**src/rtl/sync_frame_tx.sv**
```systemverilog
// Serial frame transmitter: sync word, payload MSB first, optional even
// parity bit, then a run of idle zeros before the next payload is accepted.
// dout and frame_done are flops; busy and tx_ready are decoded from the
// registered state.
module sync_frame_tx #(
    parameter int                DATA_W    = 8,
    parameter int                SYNC_W    = 4,
    parameter logic [SYNC_W-1:0] SYNC_WORD = 4'b1001,
    parameter int                PARITY_EN = 1,
    parameter int                GAP_CYC   = 1
) (
    input  logic              clk,
    input  logic              rst,
    input  logic [DATA_W-1:0] tx_data,
    input  logic              tx_valid,
    output logic              tx_ready,
    output logic              dout,
    output logic              busy,
    output logic              frame_done
);

    // The counter must reach the longest per-state count without wrapping.
    localparam int MAX_SD  = (SYNC_W > DATA_W) ? SYNC_W : DATA_W;
    localparam int CNT_MAX = (MAX_SD > GAP_CYC) ? MAX_SD : GAP_CYC;
    localparam int CNT_W   = $clog2(CNT_MAX + 1);

    // The first sync bit goes straight to dout on accept, so the shift
    // register only holds the remaining sync bits followed by the payload.
    localparam int SH_W = SYNC_W - 1 + DATA_W;

    localparam logic [CNT_W-1:0] SYNC_LAST = CNT_W'(SYNC_W - 1);
    localparam logic [CNT_W-1:0] DATA_LAST = CNT_W'(DATA_W - 1);
    localparam logic [CNT_W-1:0] DATA_PEN  = CNT_W'(DATA_W - 2);
    localparam logic [CNT_W-1:0] GAP_LAST  = CNT_W'(GAP_CYC - 1);

    typedef enum logic [2:0] {
        IDLE = 3'd0,
        SYNC = 3'd1,
        DATA = 3'd2,
        PAR  = 3'd3,
        GAP  = 3'd4
    } state_t;

    state_t          state;
    logic [CNT_W-1:0] cnt;
    logic [SH_W-1:0]  sh;
    logic             par_bit;
    logic             accept;

    assign tx_ready = (state == IDLE) && !rst;
    assign busy     = (state != IDLE);
    assign accept   = tx_valid && tx_ready;

    // Frame sequencer: every output bit is registered together with the
    // state it belongs to, so dout lines up with the state in each cycle.
    always_ff @(posedge clk) begin
        if (rst) begin
            state      <= IDLE;
            cnt        <= '0;
            sh         <= '0;
            par_bit    <= 1'b0;
            dout       <= 1'b0;
            frame_done <= 1'b0;
        end else begin
            frame_done <= 1'b0;
            case (state)
                IDLE: begin
                    dout <= 1'b0;
                    cnt  <= '0;
                    if (accept) begin
                        state   <= SYNC;
                        sh      <= {SYNC_WORD[SYNC_W-2:0], tx_data};
                        par_bit <= ^tx_data;
                        dout    <= SYNC_WORD[SYNC_W-1];
                    end
                end
                SYNC: begin
                    dout <= sh[SH_W-1];
                    sh   <= sh << 1;
                    if (cnt == SYNC_LAST) begin
                        state <= DATA;
                        cnt   <= '0;
                    end else begin
                        cnt <= cnt + 1'b1;
                    end
                end
                DATA: begin
                    if (cnt == DATA_LAST) begin
                        cnt <= '0;
                        if (PARITY_EN != 0) begin
                            state      <= PAR;
                            dout       <= par_bit;
                            frame_done <= 1'b1;
                        end else begin
                            state <= GAP;
                            dout  <= 1'b0;
                        end
                    end else begin
                        dout       <= sh[SH_W-1];
                        sh         <= sh << 1;
                        cnt        <= cnt + 1'b1;
                        // Without parity the last payload bit ends the frame.
                        frame_done <= (PARITY_EN == 0) && (cnt == DATA_PEN);
                    end
                end
                PAR: begin
                    state <= GAP;
                    cnt   <= '0;
                    dout  <= 1'b0;
                end
                GAP: begin
                    dout <= 1'b0;
                    if (cnt == GAP_LAST) begin
                        state <= IDLE;
                        cnt   <= '0;
                    end else begin
                        cnt <= cnt + 1'b1;
                    end
                end
                default: begin
                    state <= IDLE;
                    cnt   <= '0;
                    dout  <= 1'b0;
                end
            endcase
        end
    end

endmodule

```
**config.mk**
```make
export PLATFORM = sky130hd
export DESIGN_NAME = sync_frame_tx
export DESIGN_NICKNAME = d
export VERILOG_FILES = /design/src/rtl/sync_frame_tx.sv
export SDC_FILE = /design/constraint.sdc
export NUM_CORES = 1
export LEC_CHECK = 0
export ABC_AREA = 1
export CORE_UTILIZATION = 55
export DETAILED_ROUTE_END_ITERATION = 16
export PLACE_DENSITY = 0.87
export SETUP_SLACK_MARGIN = 0.15
export SYNTH_ARGS = -nofsm -noshare
export SYNTH_HDL_FRONTEND = slang
export SYNTH_SLANG_ARGS = --single-unit
```
**constraint.sdc**
```tcl
create_clock -name clk -period 4.13 [get_ports clk]
set_clock_uncertainty 0.1 [all_clocks]
set_input_delay 0.826 -clock clk [delete_from_list [all_inputs] [get_ports clk]]
set_output_delay 0.826 -clock clk [all_outputs]
set_load 0.005 [all_outputs]
```
==> results of run 1 <==
sequential cells by signal (all words and copies together) (netlist names):
register / cells
par_bit: 1
cnt: 4
frame_done: 1
state: 3
dout: 1
sh: 11
power by group through the flow:
stage / clock network [uW] / registers [uW] / logic [uW]
global route: 112 / 310 / 507
floorplan: 0 / 302 / 354
global placement: 0 / 306 / 418
finish: 102 / 304 / 441
detailed placement: 0 / 309 / 440
CTS: 105 / 304 / 441
stage by stage:
step / total power (uW) / setup WS (ps) / util [%]
4_1_cts: 849.6 / 1250 / 69.66
5_1_grt: 929.1 / 1174 / 69.66
3_3_place_gp: 724.0 / 1260 / 68.39
6_report: 846.8 / 1241 / 69.66
3_5_place_dp: 749.5 / 1254 / 68.39
2_1_floorplan: 655.8 / 2272 / -
placed cells by master, fill, tap and decap left out:
cell type,Yosys,layout
a21oi_1,4,4
a21oi_2,1,1
clkbuf_1,1,1
clkbuf_4,0,3
clkdlybuf4s50_1,0,14
dfxtp_1,21,21
ha_1,2,2
inv_1,36,36
inv_2,5,5
nand2_1,59,59
nand2_2,2,2
nand2_4,1,1
nand2_8,1,1
nand3_1,12,12
nand4_1,2,2
nor2_1,41,41
nor2_2,1,1
nor2_4,2,2
nor3_1,1,1
o21ai_0,4,4
o21ai_1,9,9
xnor2_1,1,1
xor2_1,1,1
area by class of cell:
type	count	area, um^2	share of cell area [%]
multi-input combinational	144	661.9	46.08
tap	27	33.78	2.352
sequential	21	420.4	29.27
timing repair buffer	14	140.1	9.756
inverter	41	153.9	10.71
clock buffer	4	26.28	1.829
cell families after synthesis:
family / Yosys count
AO/OA/AOI/OAI: 18
XOR/XNOR: 2
adder cells (fa/ha/maj): 2
buffers and inverters: 44
flip-flops: 21
AND/OR/NAND/NOR: 122
routing by layer:
layer | up-vias | GRT usage [%]
met2 | 20 | 41.44
met4 | 0 | 4.762
met1 | 519 | 26.38
li1 | 656 | -
met3 | 4 | 6.173
met5 | - | 0
worst min-delay path by stage:
stage / startpoint / slack [ps] / end / cells after the start
6_report: cnt[0] / 380 / cnt[0] / 1
5_1_grt: cnt[0] / 420 / cnt[0] / 1
4_1_cts: cnt[0] / 390 / cnt[0] / 1
3_5_place_dp: cnt[0] / 360 / cnt[0] / 1
3_3_place_gp: cnt[0] / 340 / cnt[0] / 1
2_1_floorplan: cnt[0] / 330 / cnt[0] / 1
==> results.toml, run 1 <==
[run_status]
run_status = "complete, no violations"

[final_layout]
n_fill_cell = 174
nets = 238
drive_above_1_share_pct = 7.143
diodes = 0
finish.instance_area_um2 = 1436
instances_no_fill = 251
area_growth_pct = 14.34

[drt]
wl_met1_mm = 1.183
vias = 1199
drc = 0
drt.antenna.violating_nets = 0
wl_met2_mm = 1.227
wl_mm = 2.510
wl_per_cell_um = 10.00
viasPerCell = 4.777
top_layer_used = "met4"
drt-initial-drc-count = 28
dr_wl_met3_um = 76
first_pass_iters = 4

[clocking]
cts_buffers = 3
cts_num_sinks = 21
clock_latency_ps = 320
clk_pin_slew_ps = 100
cts_root_buf = "clkbuf_4"
hold_buffers = 0
post_cts_resized = 0
clockBufferDepth = 2
htree_num_levels = 1
cts_tree = "done"
cts_setup_buffers = 0

[logic_synthesis]
synth_enable_flop_cells = 0
synthCells = 209
synthArstFlopShare_pct = 0
synth_top_family_by_area = "simple AND/OR/NAND/NOR gates"
syn_nets = 222
synth-simple-area-share_pct = 41.83
yosysTopAreaCell = "dfxtp_1"
ys_top_cells_by_area = "dfxtp_1 33%, nand2_1 18%, nor2_1 12%"
synth_compound_area_share_pct = 7.470
ys.warnings.count = 0
synth.most_common_cell = "nand2_1"
ys_types = 23
synth.area.mux_share_pct = 0
syn-mean-instance-area_um2 = 6.011
synth_xor_area_share_pct = 1.394
yosys-top-cells-count = "59 x nand2_1, 41 x nor2_1, 36 x inv_1, 21 x dfxtp_1, 12 x nand3_1"
synth_top_area_share_pct = 33.47
synth_top_flop_cell = "dfxtp_1"
synth-seq-area-share_pct = 33.47
ys_ff_latch = 21
synth_fa_ha_area_share_pct = 1.992
mappedNetlistArea_um2 = 1256

[setup_path]
worst-r2r-cell-count = 8
r2r_start = "cnt[0]"
crit_chain = "clkdlybuf4s50_1 -> nor2_1 -> clkdlybuf4s50_1"
slowest_stage = "clkdlybuf4s50_1"
endpoint_kind = "output pin"
start_kind = "primary input"
cp.arrival_ps = 1960
path_buf_inv = 2
cp_common_cell = "clkdlybuf4s50_1"
r2r_slack_ps = 2520
critPathTopFamily = "buffers and inverters"
timing.rr.end = "sh[8]"
max_stage_delay_ps = 500
cp_max_fo = 6
critPathRequiredTime_ps = 3200
critPathCapture = "tx_ready"
critical_path_class = "primary input to output pin"
startpoint = "rst"
path_depth = 3

[grt]
grt_pass1_vias = 1163
grt_use_total_pct = 22.82
grt_pass1_wl_mm = 4.478
grt.overflow.total = 0
grt_max_degree = 20
antenna_found_initial = 0

[floorplan]
start_util_pct = 60.92
core_um2 = 2062
ios = 15
rows = 16
die_x_um = 49.79
die_area_um2 = 2479
die_h_um = 49.79

[timing]
period_needed_ps = 2889
maxSlewViolCount = 0
rsz0062_at_grt = "no"
hold_viol = 0
setup_tns_ps = 0
setup_viol = 0
worstMarginPinSlew_ps = 531.7
hold_ws_ps = 382.9
timing.slew.headroom_pct = 64.52
max_freq_mhz = 346.1
post-route-period-util_pct = 69.96

[power_and_ir_drop]
switchingPower_uw = 381.3
vdd_drop_max_v = 0.0003740
seq_power_share_pct = 35.9
p_int_uw = 465.5
power.density_nw_per_um2 = 589.6
p_leak_uw = 0.0007518
clock_power_share_pct = 12.0
p_sw_share_pct = 45.03
combPwrFrac_pct = 52.1

[placed_design]
hpwl_mm = 1.963
dp_cells = 247
dpl_cell_area_um2 = 1410
io_buffers = 14
place.gp.congestion = 0.8147

[worst_hold_path]
worstHoldPathType = "flop to flop"

[job]
cap_violations = 0
Note: power is estimated with default switching activity, not from simulation.
==> run 2, diff against run 1 <==
--- a/config.mk
+++ b/config.mk
@@ -6,9 +6,9 @@
 export NUM_CORES = 1
 export LEC_CHECK = 0
 export ABC_AREA = 1
-export CORE_UTILIZATION = 55
+export CORE_UTILIZATION = 54
 export DETAILED_ROUTE_END_ITERATION = 16
-export PLACE_DENSITY = 0.87
+export PLACE_DENSITY = 0.86
 export SETUP_SLACK_MARGIN = 0.15
 export SYNTH_ARGS = -nofsm -noshare
 export SYNTH_HDL_FRONTEND = slang
==> constraint.sdc (replaced) <==
create_clock -name clk -period 3 [get_ports clk]
set_clock_uncertainty 0.1 [all_clocks]
set_input_delay 0.6 -clock clk [delete_from_list [all_inputs] [get_ports clk]]
set_output_delay 0.6 -clock clk [all_outputs]
set_load 0.005 [all_outputs]
==> results.toml, run 2 (synthesis gave the netlist of run 1 again) <==
[timing]
hold_viol = 0
rsz0062_at_grt = "no"
setup_viol = 0
period_needed_ps = 2455
post-route-period-util_pct = 81.85
setup_tns_ps = 0
worstMarginPinSlew_ps = 506.9
maxSlewViolCount = 0
max_freq_mhz = 407.3
timing.slew.headroom_pct = 66.17

[drt]
wl_mm = 2.346
wl_per_cell_um = 9.310
drt.antenna.violating_nets = 0
vias = 1212
drt-initial-drc-count = 18
first_pass_iters = 4
viasPerCell = 4.810
drc = 0

[final_layout]
largest_register_ffs = 11
layout_commonest_cell = "nand2_1"
reg.largest.list = "sh: 11 flops, cnt: 4 flops, state: 3 flops"
drive_above_1_share_pct = 7.143
regMostFlops = "sh"
nets = 238
finish.utilization_pct = 64.99
area_growth_pct = 14.44
diodes = 0
final_cell_mix = "59 x nand2_1, 41 x nor2_1, 36 x inv_1"

[power_and_ir_drop]
finalPower_uw = 1161
vdd_drop_max_v = 0.0004888
power.density_nw_per_um2 = 807.5
p_leak_uw = 0.0007518

[placed_design]
io_buffers = 14
place.gp.congestion = 0.8086
hpwl_mm = 1.774

[worst_hold_path]
worstHoldPathType = "flop to flop"

[clocking]
htree_num_levels = 1
cts_setup_buffers = 0
clockBufferDepth = 2
cts_root_buf = "clkbuf_4"
hold_buffers = 0
clock_latency_ps = 310
cts_buffers = 3
cts_tree = "done"
post_cts_resized = 0
clk_pin_slew_ps = 110
cts_num_sinks = 21

[floorplan]
rows = 17
core_um2 = 2212
die_x_um = 50.23
die_h_um = 50.23
die_area_um2 = 2523
ios = 15
start_util_pct = 56.79

[setup_path]
start_kind = "primary input"
critical_path_class = "primary input to output pin"
endpoint_kind = "output pin"
cp.arrival_ps = 1760
cp_max_fo = 6
critPathRequiredTime_ps = 2300

[grt]
grt_max_degree = 20
grt_pass1_wl_mm = 4.222
grt_use_total_pct = 21.57
grt_pass1_vias = 1082
grt.overflow.total = 0
antenna_found_initial = 0

[job]
cap_violations = 0

[run_status]
run_status = "complete, no violations"
[run 2: cell counts in the layout (fill, tap and decap cells not counted)]
No cell type changed its count.
[run 2: worst paths after layout]
path | startpoint | cells past startpoint | endpoint | slack [ps]
setup / recovery | rst | 3 | tx_ready | 540
hold / removal | cnt[0] | 1 | cnt[0] | 370
setup reg to reg | cnt[0] | 8 | sh[9] | 1430
hold reg to reg | cnt[0] | 1 | cnt[0] | 370
[run 2: per-stage QoR]
step                std cells  worst slack (ps)  cell area, um^2  hold slack, ps
floorplan                 209              1541             1256           329.7
global placement          248             557.3             1411           344.5
detailed placement        248             558.0             1411           349.5
CTS                       252             554.4             1438           376.1
global route              252             463.7             1438           429.8
finish                    252             544.5             1438           371.1
[run 2: worst max-delay path: stages]
cell and delay (ps):
clkdlybuf4s50_1 510, nor2_1 140, clkdlybuf4s50_1 500
[run 2: where the power goes]
part	switching, uW	internal (uW)
clock network	88.7	52.1
registers	50.6	369
logic	381	220
[run 2: cell type report]
type,instances,area [um^2]
Fill cell,210,774.5
Multi-Input combinational cell,144,661.9
Sequential cell,21,420.4
Inverter,41,153.9
Timing Repair Buffer,14,140.1
Tap cell,28,35.03
Clock buffer,4,26.28
[run 2: layer usage]
layer	routed length (um)	global-route usage, %	vias to the layer above
met5	0	0	-
met2	1087	37.33	23
li1	-	-	657
met3	60	2.727	5
met1	1145	26.73	527
met4	52	8.571	0
==> patch 1, RTL diff (config.mk and constraints of run 2) <==
Set the parameter `PARITY_EN` to 0 (it was 1).
--- a/src/rtl/sync_frame_tx.sv
+++ b/src/rtl/sync_frame_tx.sv
@@ -6,7 +6,7 @@
     parameter int                DATA_W    = 8,
     parameter int                SYNC_W    = 4,
     parameter logic [SYNC_W-1:0] SYNC_WORD = 4'b1001,
-    parameter int                PARITY_EN = 1,
+    parameter int                PARITY_EN = 0,
     parameter int                GAP_CYC   = 1
 ) (
     input  logic              clk,
Formal check against the unedited RTL: same outputs for any inputs over 10 cycles, from zero or initial values and one cycle with rst high; that may be too few to reach the edited logic, so the function may still have changed.
==> patch 1 against run 2 <==
- non-clock buffer count stayed put
- synthesized area fell by 16%
- core utilization is 5.4 points higher
- sequential cell count shrank 1
- synthesized cell count shrank 22%
- maximum frequency down 1.9%
- cell area is 13% lower
- via count decreased by 19%
- setup slack got worse by 0.046 ns
- routed wire length shrank 9.5%
- critical path type unchanged
- largest cell class unchanged
Power is not compared: it rests on default switching activity, and its combinational part moved more than twofold at a synthesized area within 25%.
==> patch 1: results (changes against run 2) <==
[outcome]
status = complete, no violations  ; unchanged

[place]
place_congestion = 0.9491  ; was 0.8086
place_inst = 199  ; was 248
place_area_um2 = 1202  ; was 1411 um^2
dp_hpwl_mm = 1.526  ; was 1.774 mm

[global_route]
antenna_found_initial = 0  ; unchanged
grt_start_max_net_pins = 16  ; was 20
grt_first_pass_wirelength_mm = 3.291  ; was 4.222 mm
grt_pass1_vias = 856  ; was 1082

[detailed_routing]
wl_per_cell_um = 10.45  ; was 9.310 um
detail_route.iter0.violations = 59  ; was 18
viasPerCell = 4.862  ; was 4.810

[yosys]
syn_avg_cell_area_um2 = 6.471  ; was 6.011 um^2
syn-num-nets = 177  ; was 222
yosys-top-cells-area = dfxtp_1, nand2_1, nor2_1  ; unchanged
ys.flop_type = dfxtp_1  ; unchanged
synthAdderAreaFrac_pct = 3.559  ; was 1.992%
synth-xor-area-share_pct = 1.661  ; was 1.394%
yosysSeqAreaShare_pct = 37.96  ; was 33.47%
synth_compound_area_share_pct = 6.643  ; was 7.470%
ys_warn_count = 0  ; unchanged
synthTopCellsByCount = nand2_1, nor2_1, inv_1  ; unchanged

[worst_setup_path]
cp.arrival_ns = 1.80  ; was 1.76 ns
ff2ff_path_depth = 9  ; was 8
r2r_setup_slack_ns = 1.23  ; was 1.43 ns
rr_endpoint = sh[3]$_SDFFE_PP0P_  ; was sh[9]$_SDFFE_PP0P_

[cells_and_area]
final_nets = 193  ; was 238
drive_gt1_share_pct = 7.865  ; was 7.143%
nFillCells = 138  ; was 210
stdcell_count = 203  ; was 252

[timing]
worstMarginPinSlew_ns = 0.3957  ; was 0.5069 ns
setup_slack_ns = 0.4981  ; was 0.5445 ns
holdWs_ns = 0.3884  ; was 0.3711 ns

[hold_path]
min_path_cells = 1  ; unchanged

[cts]
cts_setup_buffers = 0  ; unchanged

## patch 1: cell count changes in the layout (fill, tap and decap cells not counted), moves of 3 or more
cell / run 2 / this run
o21ai_1: 9 / 1
nand2_1: 59 / 54
nand3_1: 12 / 5
inv_1: 36 / 23
inv_2: 5 / 2
nor2_1: 41 / 32
## patch 1: cell type report
class / instances / area [um^2] / area share, %
Tap cell: 25 / 31.28 / 2.493
Multi-Input combinational cell: 115 / 536.8 / 42.77
Inverter: 25 / 93.84 / 7.478
Clock inverter: 1 / 30.03 / 2.393
Timing Repair Buffer: 14 / 140.1 / 11.17
Sequential cell: 20 / 400.4 / 31.90
Clock buffer: 3 / 22.52 / 1.795
## patch 1: cells by family (layout without fill, tap and decap cells)
logic type | count (synthesis) | count (layout)
AO/OA/AOI/OAI | 11 | 11
XOR/XNOR | 2 | 2
adder cells (fa/ha/maj) | 3 | 3
buffers and inverters | 28 | 43
flip-flops | 20 | 20
AND/OR/NAND/NOR | 99 | 99
## patch 1: power by group
group / switching, mW / total, mW / leakage, nW / internal [mW]
clock network: 0.0877 / 0.223 / 0.0279 / 0.135
logic: 0.0887 / 0.147 / 0.415 / 0.0584
registers: 0.0136 / 0.304 / 0.164 / 0.291
## patch 1: metal layers
metal	track usage [%]	vias up	routed length, um
met2	39.72	33	1048
met1	23.92	433	915
met5	0	-	0
met3	3.529	5	120
met4	10.00	0	38
li1	-	516	-
## patch 1: worst max-delay path: cells and delay by family
kind          cells  cell delay [ns]
simple gates      1             0.18
buf+inv           2             1.02
==> patch 2, RTL diff (settings of run 2) <==
Without the edit above. Encoding of `state_t`: now Gray code (3 bits for 5 states).
--- a/src/rtl/sync_frame_tx.sv
+++ b/src/rtl/sync_frame_tx.sv
@@ -34,11 +34,11 @@
     localparam logic [CNT_W-1:0] GAP_LAST  = CNT_W'(GAP_CYC - 1);
 
     typedef enum logic [2:0] {
-        IDLE = 3'd0,
-        SYNC = 3'd1,
-        DATA = 3'd2,
-        PAR  = 3'd3,
-        GAP  = 3'd4
+        IDLE = 3'b000,
+        SYNC = 3'b001,
+        DATA = 3'b011,
+        PAR  = 3'b010,
+        GAP  = 3'b110
     } state_t;
 
     state_t          state;
Formal check against the unedited RTL: same outputs for any inputs over 10 cycles, from zero or initial values and one cycle with rst high; not proved beyond that.
==> patch 2 against run 2 <==
- cell area shrank 3.7%
- synthesized area shrank 3.8%
- sequential cell count did not move
- setup slack lost 0.13 ns
- power is 23% lower
- via count is 4.5% lower
- highest routed layer unchanged
- hold slack better by 0.0029 ns
- routed wire length grew 1.7%
- register-to-register slack lost 0.40 ns
==> patch 2: results (changes against run 2) <==
[detailed_routing]
vias = 1158  ; was 1212
wl_met1_mm = 1.115  ; was 1.145 mm
wl_per_cell_um = 10.24  ; was 9.310 um
wl_met3_um = 72  ; was 60 um
wl_met2_mm = 1.171  ; was 1.087 mm
detail_route.iter0.violations = 15  ; was 18
drt_wl_total_mm = 2.387  ; was 2.346 mm

[yosys]
syn-num-nets = 205  ; was 222
synthTopCellsByCount = nand2_1, nor2_1, inv_1  ; unchanged
yosysSeqAreaShare_pct = 34.78  ; was 33.47%
synth_compound_area_share_pct = 5.590  ; was 7.470%
synthCells = 192  ; was 209
synthAdderAreaFrac_pct = 2.070  ; was 1.992%
yosys-top-cells-area = dfxtp_1, nand2_1, nor2_1  ; unchanged

[global_route]
grt_first_pass_wirelength_mm = 4.153  ; was 4.222 mm
grt_start_max_net_pins = 18  ; was 20
grt_pass1_vias = 1040  ; was 1082
grtUsageMet1_pct = 25.38  ; was 26.73%
grt_usage_pct = 21.57  ; about the same
met3_usage_pct = 3.115  ; was 2.727%

[worst_setup_path]
cp_max_fo = 9  ; was 6
cp.arrival_ns = 1.89  ; was 1.76 ns
cpPeakStageDelay_ns = 0.54  ; was 0.51 ns

[outcome]
status = complete, no violations  ; unchanged

[pwr]
p_leak_nw = 0.6938  ; was 0.7518 nW
peakVddDrop_mv = 0.3866  ; was 0.4888 mV
cellInternalPower_mw = 0.5419  ; was 0.6409 mW

[place]
dp_hpwl_mm = 1.850  ; was 1.774 mm
place_inst = 229  ; was 248
preCtsSetupSlack_ns = 0.4169  ; was 0.5580 ns
place_congestion = 0.8215  ; was 0.8086
place_area_um2 = 1358  ; was 1411 um^2

[cells_and_area]
antenna_cells = 0  ; unchanged
final_nets = 220  ; was 238
drive_gt1_share_pct = 7.282  ; was 7.143%

[timing]
worstMarginPinSlew_ns = 0.5368  ; was 0.5069 ns

[cts]
numCtsBuffers = 3  ; unchanged

==> patch 2: cell types whose count changed in the layout (fill, tap and decap cells not counted), sizes merged, moves of 2 or more <==
| cell | change |
|---|---|
| a31oi | +2 |
| nand3b | +7 |
| nand4 | -2 |
| a21oi | -2 |
| o21ai | -8 |
| nor2 | -7 |
| o211ai | +2 |
| inv | -15 |
==> patch 2: worst paths after layout <==
| kind | from | endpoint | slack, ns | cells after the start |
|---|---|---|---|---|
| worst min register to register | cnt[0]$_SDFF_PP0_ | cnt[0]$_SDFF_PP0_ | 0.37 | 1 |
| worst max-delay path | rst | tx_ready | 0.41 | 3 |
| worst max register to register | cnt[0]$_SDFF_PP0_ | sh[6]$_SDFFE_PP0P_ | 1.03 | 8 |
| worst min-delay path | cnt[0]$_SDFF_PP0_ | cnt[0]$_SDFF_PP0_ | 0.37 | 1 |
==> patch 2: worst max-delay path: cells and delay by family <==
family | cells | cell delay [ns]
buffers and inverters | 2 | 1.07
AND/OR/NAND/NOR | 1 | 0.21
==> patch 2: area by class of cell <==
cell class / count / area (um^2) / area share, %
Inverter: 26 / 97.59 / 7.046
Multi-Input combinational cell: 140 / 658.1 / 47.52
Clock inverter: 1 / 5.005 / 0.3613
Clock buffer: 3 / 22.52 / 1.626
Tap cell: 27 / 33.78 / 2.439
Timing Repair Buffer: 15 / 147.6 / 10.66
Sequential cell: 21 / 420.4 / 30.35
==> patch 2: power groups by stage <==
| stage | sequential, mW | clock (mW) | combinational (mW) |
|---|---|---|---|
| detailed placement | 0.390 | 0 | 0.370 |
| global route | 0.390 | 0.150 | 0.419 |
| CTS | 0.384 | 0.140 | 0.373 |
| floorplan | 0.381 | 0 | 0.285 |
| global placement | 0.386 | 0 | 0.351 |
| finish | 0.383 | 0.139 | 0.371 |
